==> src/rtl/uart_host_pkg.sv <==
// uart_host_pkg: shared definitions for the UART command host.
// Holds frame opcodes, command-type encodings, the FSM state type and
// per-command frame/response lengths.
package uart_host_pkg;

  // Opcode byte that leads each frame
  localparam logic [7:0] RF_WR   = 8'hAA;
  localparam logic [7:0] RF_RD   = 8'hBB;
  localparam logic [7:0] ALU_OP  = 8'hCC;
  localparam logic [7:0] ALU_NOP = 8'hDD;

  typedef enum logic [1:0] {
    CmdRfWr   = 2'b00,
    CmdRfRd   = 2'b01,
    CmdAluOp  = 2'b10,
    CmdAluNop = 2'b11
  } cmd_type_e;

  typedef enum logic [1:0] {
    StIdle,
    StSend,
    StWaitRsp,
    StDone
  } state_e;

  // Bytes on the wire per command type
  localparam logic [2:0] FRAME_LEN_RF_WR   = 3'd3;
  localparam logic [2:0] FRAME_LEN_RF_RD   = 3'd2;
  localparam logic [2:0] FRAME_LEN_ALU_OP  = 3'd4;
  localparam logic [2:0] FRAME_LEN_ALU_NOP = 3'd2;

  // Response bytes expected per command type
  localparam logic [2:0] RSP_LEN_RF_WR   = 3'd0;
  localparam logic [2:0] RSP_LEN_RF_RD   = 3'd1;
  localparam logic [2:0] RSP_LEN_ALU_OP  = 3'd2;
  localparam logic [2:0] RSP_LEN_ALU_NOP = 3'd2;

  function automatic logic [2:0] frame_len(input cmd_type_e t);
    unique case (t)
      CmdRfWr:  return FRAME_LEN_RF_WR;
      CmdRfRd:  return FRAME_LEN_RF_RD;
      CmdAluOp: return FRAME_LEN_ALU_OP;
      default:  return FRAME_LEN_ALU_NOP;
    endcase
  endfunction

  function automatic logic [2:0] rsp_len(input cmd_type_e t);
    unique case (t)
      CmdRfWr:  return RSP_LEN_RF_WR;
      CmdRfRd:  return RSP_LEN_RF_RD;
      CmdAluOp: return RSP_LEN_ALU_OP;
      default:  return RSP_LEN_ALU_NOP;
    endcase
  endfunction

endpackage

==> src/rtl/uart_host_timeout.sv <==
// uart_host_timeout: loadable response-timeout counter.
// Ports:
//   CLK, RST  - clock, asynchronous active-low reset
//   clear     - restart the count; the current cycle counts as zero
//   enable    - advance the count by one this cycle
//   limit     - terminal count; zero means never expire
//   expired   - high in the cycle the count equals a non-zero limit
module uart_host_timeout #(
  parameter int unsigned TIMEOUT_W = 16
) (
  input  logic                 CLK,
  input  logic                 RST,
  input  logic                 clear,
  input  logic                 enable,
  input  logic [TIMEOUT_W-1:0] limit,
  output logic                 expired
);

  logic [TIMEOUT_W-1:0] cnt_q, cnt_d, cnt_eff;

  always_comb begin
    // A clear in this cycle makes this cycle the zero point, so the count
    // seen next cycle is already one.
    cnt_eff = clear ? '0 : cnt_q;
    cnt_d   = cnt_eff + TIMEOUT_W'(enable);
    expired = (limit != '0) && (cnt_eff == limit);
  end

  always_ff @(posedge CLK or negedge RST) begin
    if (!RST) begin
      cnt_q <= '0;
    end else begin
      cnt_q <= cnt_d;
    end
  end

endmodule

==> src/rtl/uart_cmd_host.sv <==
// uart_cmd_host: host-side command initiator for the UART register/ALU protocol.
// Accepts one command, serialises its frame onto a byte-wide TX handshake, then
// gathers the response bytes from RX and reports completion or timeout.
// Ports:
//   CLK, RST                      - clock, asynchronous active-low reset
//   CMD_VLD/CMD_RDY               - command handshake
//   CMD_TYPE/ADDR/DATA/OPB/FUN    - command fields, sampled at acceptance
//   TIMEOUT_CYC                   - response timeout in cycles, 0 disables
//   TX_DATA/TX_VLD/TX_RDY         - frame byte stream out
//   RX_DATA/RX_VLD                - received byte strobe in
//   RSP_DATA/RSP_VLD/RSP_TIMEOUT  - response value and completion pulses
module uart_cmd_host
  import uart_host_pkg::*;
#(
  parameter int unsigned DATA_WIDTH = 8,
  parameter int unsigned RF_ADDR    = 4,
  parameter int unsigned TIMEOUT_W  = 16
) (
  input  logic                    CLK,
  input  logic                    RST,
  input  logic                    CMD_VLD,
  output logic                    CMD_RDY,
  input  logic [1:0]              CMD_TYPE,
  input  logic [RF_ADDR-1:0]      CMD_ADDR,
  input  logic [DATA_WIDTH-1:0]   CMD_DATA,
  input  logic [DATA_WIDTH-1:0]   CMD_OPB,
  input  logic [3:0]              CMD_FUN,
  input  logic [TIMEOUT_W-1:0]    TIMEOUT_CYC,
  output logic [DATA_WIDTH-1:0]   TX_DATA,
  output logic                    TX_VLD,
  input  logic                    TX_RDY,
  input  logic [DATA_WIDTH-1:0]   RX_DATA,
  input  logic                    RX_VLD,
  output logic [2*DATA_WIDTH-1:0] RSP_DATA,
  output logic                    RSP_VLD,
  output logic                    RSP_TIMEOUT
);

  state_e                  state_q, state_d;
  cmd_type_e               type_q, type_d;
  logic [RF_ADDR-1:0]      addr_q, addr_d;
  logic [DATA_WIDTH-1:0]   data_q, data_d;
  logic [DATA_WIDTH-1:0]   opb_q, opb_d;
  logic [3:0]              fun_q, fun_d;
  logic [1:0]              byte_cnt_q, byte_cnt_d;
  logic [1:0]              rx_cnt_q, rx_cnt_d;
  logic [2*DATA_WIDTH-1:0] rsp_q, rsp_d;

  logic [DATA_WIDTH-1:0]   frame_byte;
  logic                    last_byte, last_rx, expired;
  logic                    tmo_clear, tmo_enable;

  // Frame byte selected by position within the latched command
  always_comb begin
    frame_byte = '0;
    unique case (type_q)
      CmdRfWr: begin
        unique case (byte_cnt_q)
          2'd0:    frame_byte = DATA_WIDTH'(RF_WR);
          2'd1:    frame_byte = DATA_WIDTH'(addr_q);
          default: frame_byte = data_q;
        endcase
      end
      CmdRfRd: begin
        frame_byte = (byte_cnt_q == 2'd0) ? DATA_WIDTH'(RF_RD) : DATA_WIDTH'(addr_q);
      end
      CmdAluOp: begin
        unique case (byte_cnt_q)
          2'd0:    frame_byte = DATA_WIDTH'(ALU_OP);
          2'd1:    frame_byte = data_q;
          2'd2:    frame_byte = opb_q;
          default: frame_byte = DATA_WIDTH'(fun_q);
        endcase
      end
      default: begin
        frame_byte = (byte_cnt_q == 2'd0) ? DATA_WIDTH'(ALU_NOP) : DATA_WIDTH'(fun_q);
      end
    endcase
  end

  assign last_byte = ({1'b0, byte_cnt_q} == frame_len(type_q) - 3'd1);
  assign last_rx   = ({1'b0, rx_cnt_q} == rsp_len(type_q) - 3'd1);

  // Counter restarts on every state other than WAIT_RSP and on each received byte
  assign tmo_clear  = (state_q != StWaitRsp) || RX_VLD;
  assign tmo_enable = (state_q == StWaitRsp);

  uart_host_timeout #(
    .TIMEOUT_W(TIMEOUT_W)
  ) u_timeout (
    .CLK    (CLK),
    .RST    (RST),
    .clear  (tmo_clear),
    .enable (tmo_enable),
    .limit  (TIMEOUT_CYC),
    .expired(expired)
  );

  always_comb begin
    state_d    = state_q;
    type_d     = type_q;
    addr_d     = addr_q;
    data_d     = data_q;
    opb_d      = opb_q;
    fun_d      = fun_q;
    byte_cnt_d = byte_cnt_q;
    rx_cnt_d   = rx_cnt_q;
    rsp_d      = rsp_q;

    unique case (state_q)
      StIdle: begin
        if (CMD_VLD) begin
          type_d     = cmd_type_e'(CMD_TYPE);
          addr_d     = CMD_ADDR;
          data_d     = CMD_DATA;
          opb_d      = CMD_OPB;
          fun_d      = CMD_FUN;
          byte_cnt_d = 2'd0;
          rx_cnt_d   = 2'd0;
          rsp_d      = '0;
          state_d    = StSend;
        end
      end
      StSend: begin
        if (TX_RDY) begin
          if (last_byte) begin
            byte_cnt_d = 2'd0;
            state_d    = (rsp_len(type_q) == 3'd0) ? StDone : StWaitRsp;
          end else begin
            byte_cnt_d = byte_cnt_q + 2'd1;
          end
        end
      end
      StWaitRsp: begin
        if (RX_VLD) begin
          if (rx_cnt_q == 2'd0) begin
            rsp_d[DATA_WIDTH-1:0] = RX_DATA;
          end else begin
            rsp_d[2*DATA_WIDTH-1:DATA_WIDTH] = RX_DATA;
          end
          rx_cnt_d = rx_cnt_q + 2'd1;
          if (last_rx) begin
            state_d = StDone;
          end
        end else if (expired) begin
          state_d = StIdle;
        end
      end
      default: begin
        state_d = StIdle;
      end
    endcase
  end

  always_comb begin
    CMD_RDY     = (state_q == StIdle);
    TX_VLD      = (state_q == StSend);
    TX_DATA     = TX_VLD ? frame_byte : '0;
    RSP_DATA    = rsp_q;
    RSP_VLD     = (state_q == StDone);
    // A byte arriving on the terminal-count cycle takes priority
    RSP_TIMEOUT = (state_q == StWaitRsp) && !RX_VLD && expired;
  end

  always_ff @(posedge CLK or negedge RST) begin
    if (!RST) begin
      state_q    <= StIdle;
      type_q     <= CmdRfWr;
      addr_q     <= '0;
      data_q     <= '0;
      opb_q      <= '0;
      fun_q      <= '0;
      byte_cnt_q <= '0;
      rx_cnt_q   <= '0;
      rsp_q      <= '0;
    end else begin
      state_q    <= state_d;
      type_q     <= type_d;
      addr_q     <= addr_d;
      data_q     <= data_d;
      opb_q      <= opb_d;
      fun_q      <= fun_d;
      byte_cnt_q <= byte_cnt_d;
      rx_cnt_q   <= rx_cnt_d;
      rsp_q      <= rsp_d;
    end
  end

endmodule

==> config.mk <==
export PLATFORM = sky130hd
export DESIGN_NAME = uart_cmd_host
export DESIGN_NICKNAME = d
export VERILOG_FILES = /design/src/rtl/uart_host_pkg.sv /design/src/rtl/uart_host_timeout.sv /design/src/rtl/uart_cmd_host.sv
export SDC_FILE = /design/constraint.sdc
export NUM_CORES = 1
export LEC_CHECK = 0
export CAP_MARGIN = 10
export CORE_AREA = 2 2 88 90
export CTS_CLUSTER_DIAMETER = 100
export DETAILED_ROUTE_END_ITERATION = 7
export DIE_AREA = 0 0 90 92
export PLACE_DENSITY = 0.86
export SYNTH_ARGS = -nofsm -noshare
export SYNTH_HDL_FRONTEND = slang
export SYNTH_SLANG_ARGS = --single-unit
==> constraint.sdc <==
create_clock -name CLK -period 3.3 [get_ports CLK]
set_input_delay 0.66 -clock CLK [delete_from_list [all_inputs] [get_ports CLK]]
set_output_delay 0.66 -clock CLK [all_outputs]
set_load 0.1 [all_outputs]
### Yosys cells after proc, flatten, opt, wreduce, memory -nomap -nowiden

Index checks and enable logic that the tools add are counted.

* flip-flop bits (word level): 64
* input bits: 55
* logic and storage cells: 85
* output and inout port bits: 28

* add/sub/neg operators: 5
* multiplexer cells: 31
* reduce and logical (&&, ||, !) cells: 19
* eq/ne operators: 19

Operators with widths (count)
* $mux 16: 3
* $pmux 8 s3: 2
* $mux 8: 5
* $pmux 16 s2: 1
* $mux 2: 10
* $add 16x1->16: 1
* $eq 16x16->1: 1
* $pmux 8 s2: 1
* $reduce_bool 16->1: 1
* $pmux 2 s2: 3
* $ne 2x2->1 const B: 5
* $mux 3: 3
* $eq 2x2->1 const B: 4
* $logic_not 2->1: 4
* $reduce_and 4->1: 2
* $eq 2x1->1 const B: 3
* $eq 2x3->1: 2
* $ne 3x3->1 const B: 2
* $pmux 2 s3: 1
* $pmux 3 s2: 1
* $reduce_and 3->1: 2
* $sub 3x1->3 const B: 2
* $reduce_and 5->1: 1
* $add 2x1->2 const B: 2
* 8 further kinds: 12

### Depth between registers and ports, before layout

* word-level depth: 12
* mapped depth: 11

### Modules after synthesis

A second synthesis with hierarchy kept.

* cell total of the unflattened synthesis: 409
* area total of the unflattened synthesis: 3779.9 um2

By module, submodules not included
* uart_cmd_host: cells each 269, area an instance 2577.5 um2, seq. area each 1201.2 um2, instances 1
* uart_host_timeout: cells each 140, area an instance 1202.4 um2, seq. area each 400.4 um2, instances 1

### Worst setup path before layout

No wires, ideal clock.

* kind: reg-to-output
* start point: register byte_cnt_q[0]
* end point: output port TX_DATA[7]
* setup slack: -0.938 ns
* stages on the path, launching flop included: 8
* required time: 2.640 ns
* arrival time: 3.578 ns
* cells stage by stage: dfrtp_1 > ha_1 > clkbuf_1 > clkbuf_1 > nor2_1 > a22o_1 > a21oi_1 > a311oi_1

* word-level cells in the longest chain between the ends: 4
* elaborated cells between the ends (all ways): 9
* classes of those cells: 2 x eq/ne; 6 x mux; 1 x reduce/logical

Ends and longest elaborated chain
* start, declared: RTL line uart_cmd_host.sv:45 `logic [1:0] byte_cnt_q, byte_cnt_d;`
* start signal, assigned: RTL line uart_cmd_host.sv:183 `byte_cnt_q <= byte_cnt_d;`
* $eq 2x2->1 (tied with other cells): RTL line uart_cmd_host.sv:68 `unique case (byte_cnt_q)`
* $pmux 8 s3 (tied with other cells): RTL line uart_cmd_host.sv:68
* $pmux 8 s3 (*): RTL line uart_cmd_host.sv:56 `unique case (type_q)`
* $mux 8 (*): RTL line uart_cmd_host.sv:158 `TX_DATA = TX_VLD ? frame_byte : '0;`
* end, declared: RTL line uart_cmd_host.sv:29 `output logic [DATA_WIDTH-1:0] TX_DATA,`

Mark *: on every way between the ends. The rest lies on a longest branch, timed or not.

### Final worst setup path

* start point: input port TIMEOUT_CYC[14]
* end point: output port RSP_TIMEOUT

* word-level cells in the longest chain between the ends: 3
* elaborated cells between the ends (all ways): 4
* classes of those cells: 1 x eq/ne; 3 x reduce/logical

Ends and longest elaborated chain
* start, declared: RTL line uart_cmd_host.sv:28 `input logic [TIMEOUT_W-1:0] TIMEOUT_CYC,`
* $eq 16x16->1 / $reduce_bool 16->1 (equally long branches): RTL line uart_host_timeout.sv:26 `expired = (limit != '0) && (cnt_eff == limit);`
* $logic_and 1x1->1 (*): RTL line uart_host_timeout.sv:26
* $logic_and 1x1->1 (*): RTL line uart_cmd_host.sv:162 `RSP_TIMEOUT = (state_q == StWaitRsp) && !RX_VLD && expired;`
* end, declared: RTL line uart_cmd_host.sv:36 `output logic RSP_TIMEOUT`

Marks and branches as above.

==> impl_summary.md <==
Placement
After detailed placement, the total cell area comes to between 0.004 and 0.005 mm^2. The count of buffers inserted at the top-level ports is 82. After detailed placement, the design holds a cell count of between 500 and 600. The routability congestion estimate is around 0.9.

The sum of net half-perimeters after detailed placement is about 6500 um.

Global route
Entering global routing, the biggest net connects 31 pins. The initial antenna violation count is 0. The number of global-route vias before repair is 3270.

The total overflow left after global routing is 0. The first global-routing pass estimated roughly 15000 um of wire. Global routing used 22.9% of the available tracks across all layers.

Critical path
The biggest fanout along the worst timing path is 4. For the worst setup path, the data arrival time is ~2.5 ns. The startpoint identified for the worst register-to-register timing path is state_q[1].

The reg-to-reg setup timing slack is 0.81 ns. STA puts the critical path data required time at 2.64 ns. The kind of end point of the critical path is a primary output. The kind of critical path is in2out.

STA classifies the critical path startpoint as an input pin. In this run the critical register-to-register path is captured at u_timeout.cnt_q[14]. The number of cell instances on the worst register-to-register path is 11.

Synth
The number of nets handed over by synthesis was 435. For this run, the number of Yosys warnings is 0. Yosys mapped the design onto 49 distinct sky130hd cell types. The part of the Yosys area used for sequential elements is between 40% and 50%. In the synthesized netlist the dominant register cell turns out to be sky130_fd_sc_hd__dfrtp_1. The synthesized design contains 0 enable-type register cells. The average cell area after synthesis is 9.48 um^2. The number of standard cells after synthesis is roughly 370. The fraction of registers with async set or reset after synthesis is 100%. The mapped netlist covers 0.00354 mm^2.

Counting flops and latches in the post-synthesis netlist gives 64.

Timing
After layout, the worst path uses approximately 96% of the clock period. The number of max-slew violations in the final report came to 0. The final setup violation count is 0. The worst-case headroom to the max-slew limit is 40.2%.

The fmax is approximately 0.31 GHz. Setup repair after global routing left no endpoint under its margin. The final-report hold violation count is 0. After layout, the minimum clock period comes to 3.18 ns.

Between clock sinks in the finished design, the worst skew comes to 0.0120 ns. The slew of the pin with the lowest slew margin is about 0.89 ns. In the final timing run, aggregate negative setup slack is 0 ns.

Finish
The growth of design area from synthesis to finish is 33.6%. Cells fill between 60% and 70% of the core in the end. Leaving out fill and tap cells, the most frequent cell in the layout is sky130_fd_sc_hd__dfrtp_1. The fraction of final layout cells sized beyond drive strength 1 is roughly a fifth. In the layout the commonest cells are sky130_fd_sc_hd__dfrtp_1, sky130_fd_sc_hd__clkdlybuf4s50_1, sky130_fd_sc_hd__nand2_1. For this run, the post-layout net count is 520.

The final cell count without fillers is 565. After routing the design area is between 0.004 and 0.005 mm^2. The count of inserted antenna diode cells is 0.

Drt
The number of detailed-route iterations in the first pass is 5. The number of DRC violations after detailed-routing iteration 0 is between 150 and 200. The average vias per placed instance is ~5.7. The routed length per placed instance is 15.9 um. The DRC violation count after routing is 0. The total via count after detailed routing is 3204. The count of antenna-violating nets left after detailed routing is 0. The routed wire length is between 9000 and 10000 um.

Clock tree
The number of buffers created by CTS is 9. For the worst-skew pair, the clock arrives at the later sink with an insertion delay of roughly 0.35 ns. The longest clock path from root to sink contains 2 buffers.

The clock transition at the register clock pins on the worst setup and hold paths after CTS is approximately 0.080 ns. Clock tree synthesis selected as its root buffer the cell sky130_fd_sc_hd__clkbuf_8. In this run the number of H-tree levels came out at 3. The clock net sink count is 64. The CTS tree is built.

Worst hold path
The class of the tightest hold or removal check is in2async.

Floorplanning
In this run the horizontal extent of the chip is roughly 90 um. The area inside the core boundary is roughly 0.0074 mm^2. Measured along the y axis, the die boundary spans ~92 um. The area of the die is 0.00828 mm^2. The starting density of the core is between 40% and 50%.

The number of top-level pins is 83. The number of placement rows is 32.

Status
The flow ran to the end, and the final reports show no timing, DRC or antenna violations.

Run
The max-capacitance violation count is 0.

Pwr
The sum of internal, switching and leakage power is about 4.7 mW. VDD sags by at most about 0.54 mV. Dividing total power by cell area gives a power density of between 900 and 1000 mW/mm^2. The total leakage power is around 2.0 nW.
-- report_power, final --
part | leakage, nW | switching, mW | internal, mW
registers | 0.826 | 0.273 | 1.06
logic | 1.02 | 1.82 | 0.852
clock network | 0.106 | 0.309 | 0.365
total | 1.95 | 2.40 | 2.27
-- through the flow --
stage	hold WS, ns	setup slack [ns]
2_1_floorplan	0.364	0.0319
3_3_place_gp	0.469	0.0417
3_5_place_dp	0.478	0.0706
4_1_cts	0.357	0.0592
5_1_grt	0.389	0.00490
6_report	0.333	0.121
-- layer usage --
layer,track usage (%),routed length (um),up-vias
li1,-,-,1513
met1,30.1,3890,1530
met2,37.5,4310,139
met3,5.34,626,22
met4,7.95,180,0
met5,0,0,-
-- worst max path at each step --
stage / from / endpoint / slack, ns / cells after the start
6_report: TIMEOUT_CYC[14] / RSP_TIMEOUT / 0.12 / 7
5_1_grt: TIMEOUT_CYC[14] / RSP_TIMEOUT / 0.005 / 7
4_1_cts: RX_VLD / RSP_TIMEOUT / 0.06 / 7
3_5_place_dp: RX_VLD / RSP_TIMEOUT / 0.07 / 7
3_3_place_gp: RX_VLD / RSP_TIMEOUT / 0.04 / 7
2_1_floorplan: byte_cnt_q[0] / TX_DATA[7] / 0.03 / 7
-- registers in the layout, summed over array words and instances (netlist names) --
name and flops:
rx_cnt_q 2, addr_q 4, fun_q 4, data_q 8, opb_q 8, state_q 2
type_q 2, u_timeout.cnt_q 16, byte_cnt_q 2, RSP_DATA 16
-- synth_stat cells (all sizes together) (8+ instances only) --
library cell  instances  area, um^2
xnor2                11        96.3
nor2                 36         135
mux2                 25         282
nand2                44         165
xor2                  8        70.1
a21oi                13        65.1
o21ai                35         175
inv                  15        56.3
nand3                 9        45.0
clkbuf               14        52.6
dfrtp                64        1600
-- cell type report --
class | count | area, um^2
Fill cell | 639 | 2720
Clock inverter | 6 | 58.8
Clock buffer | 10 | 138
Timing Repair Buffer | 94 | 917
Inverter | 15 | 56.3
Multi-Input combinational cell | 274 | 1830
Sequential cell | 64 | 1600
Tap cell | 102 | 128
-- kinds of logic (layout without fill, tap and decap cells) --
family | count (synthesis) | count (layout) | share of synthesized area, %
AO/OA/AOI/OAI | 87 | 87 | 16.0
multiplexers | 27 | 27 | 8.53
flip-flops | 64 | 64 | 45.3
buffers and inverters | 36 | 125 | 4.42
AND/OR/NAND/NOR | 133 | 134 | 18.6
XOR/XNOR | 19 | 19 | 4.71
adder cells (fa/ha/maj) | 7 | 7 | 2.48
-- worst max-delay path: stages --
cell and delay [ns]:
sky130_fd_sc_hd__clkdlybuf4s50_1 0.58, sky130_fd_sc_hd__nor4bb_1 0.29, sky130_fd_sc_hd__a31oi_1 0.09, sky130_fd_sc_hd__o32ai_2 0.14
sky130_fd_sc_hd__nand4_1 0.17, sky130_fd_sc_hd__nor4_4 0.37, sky130_fd_sc_hd__buf_12 0.22
-- what timing repair did --
item | CTS | global route
hold buffers | 0 | 0
setup buffers | 0 | 2
endpoints found under the setup margin | 0 | 2
resized for setup | 0 | 4
Note: power is estimated with default switching activity, not from simulation.
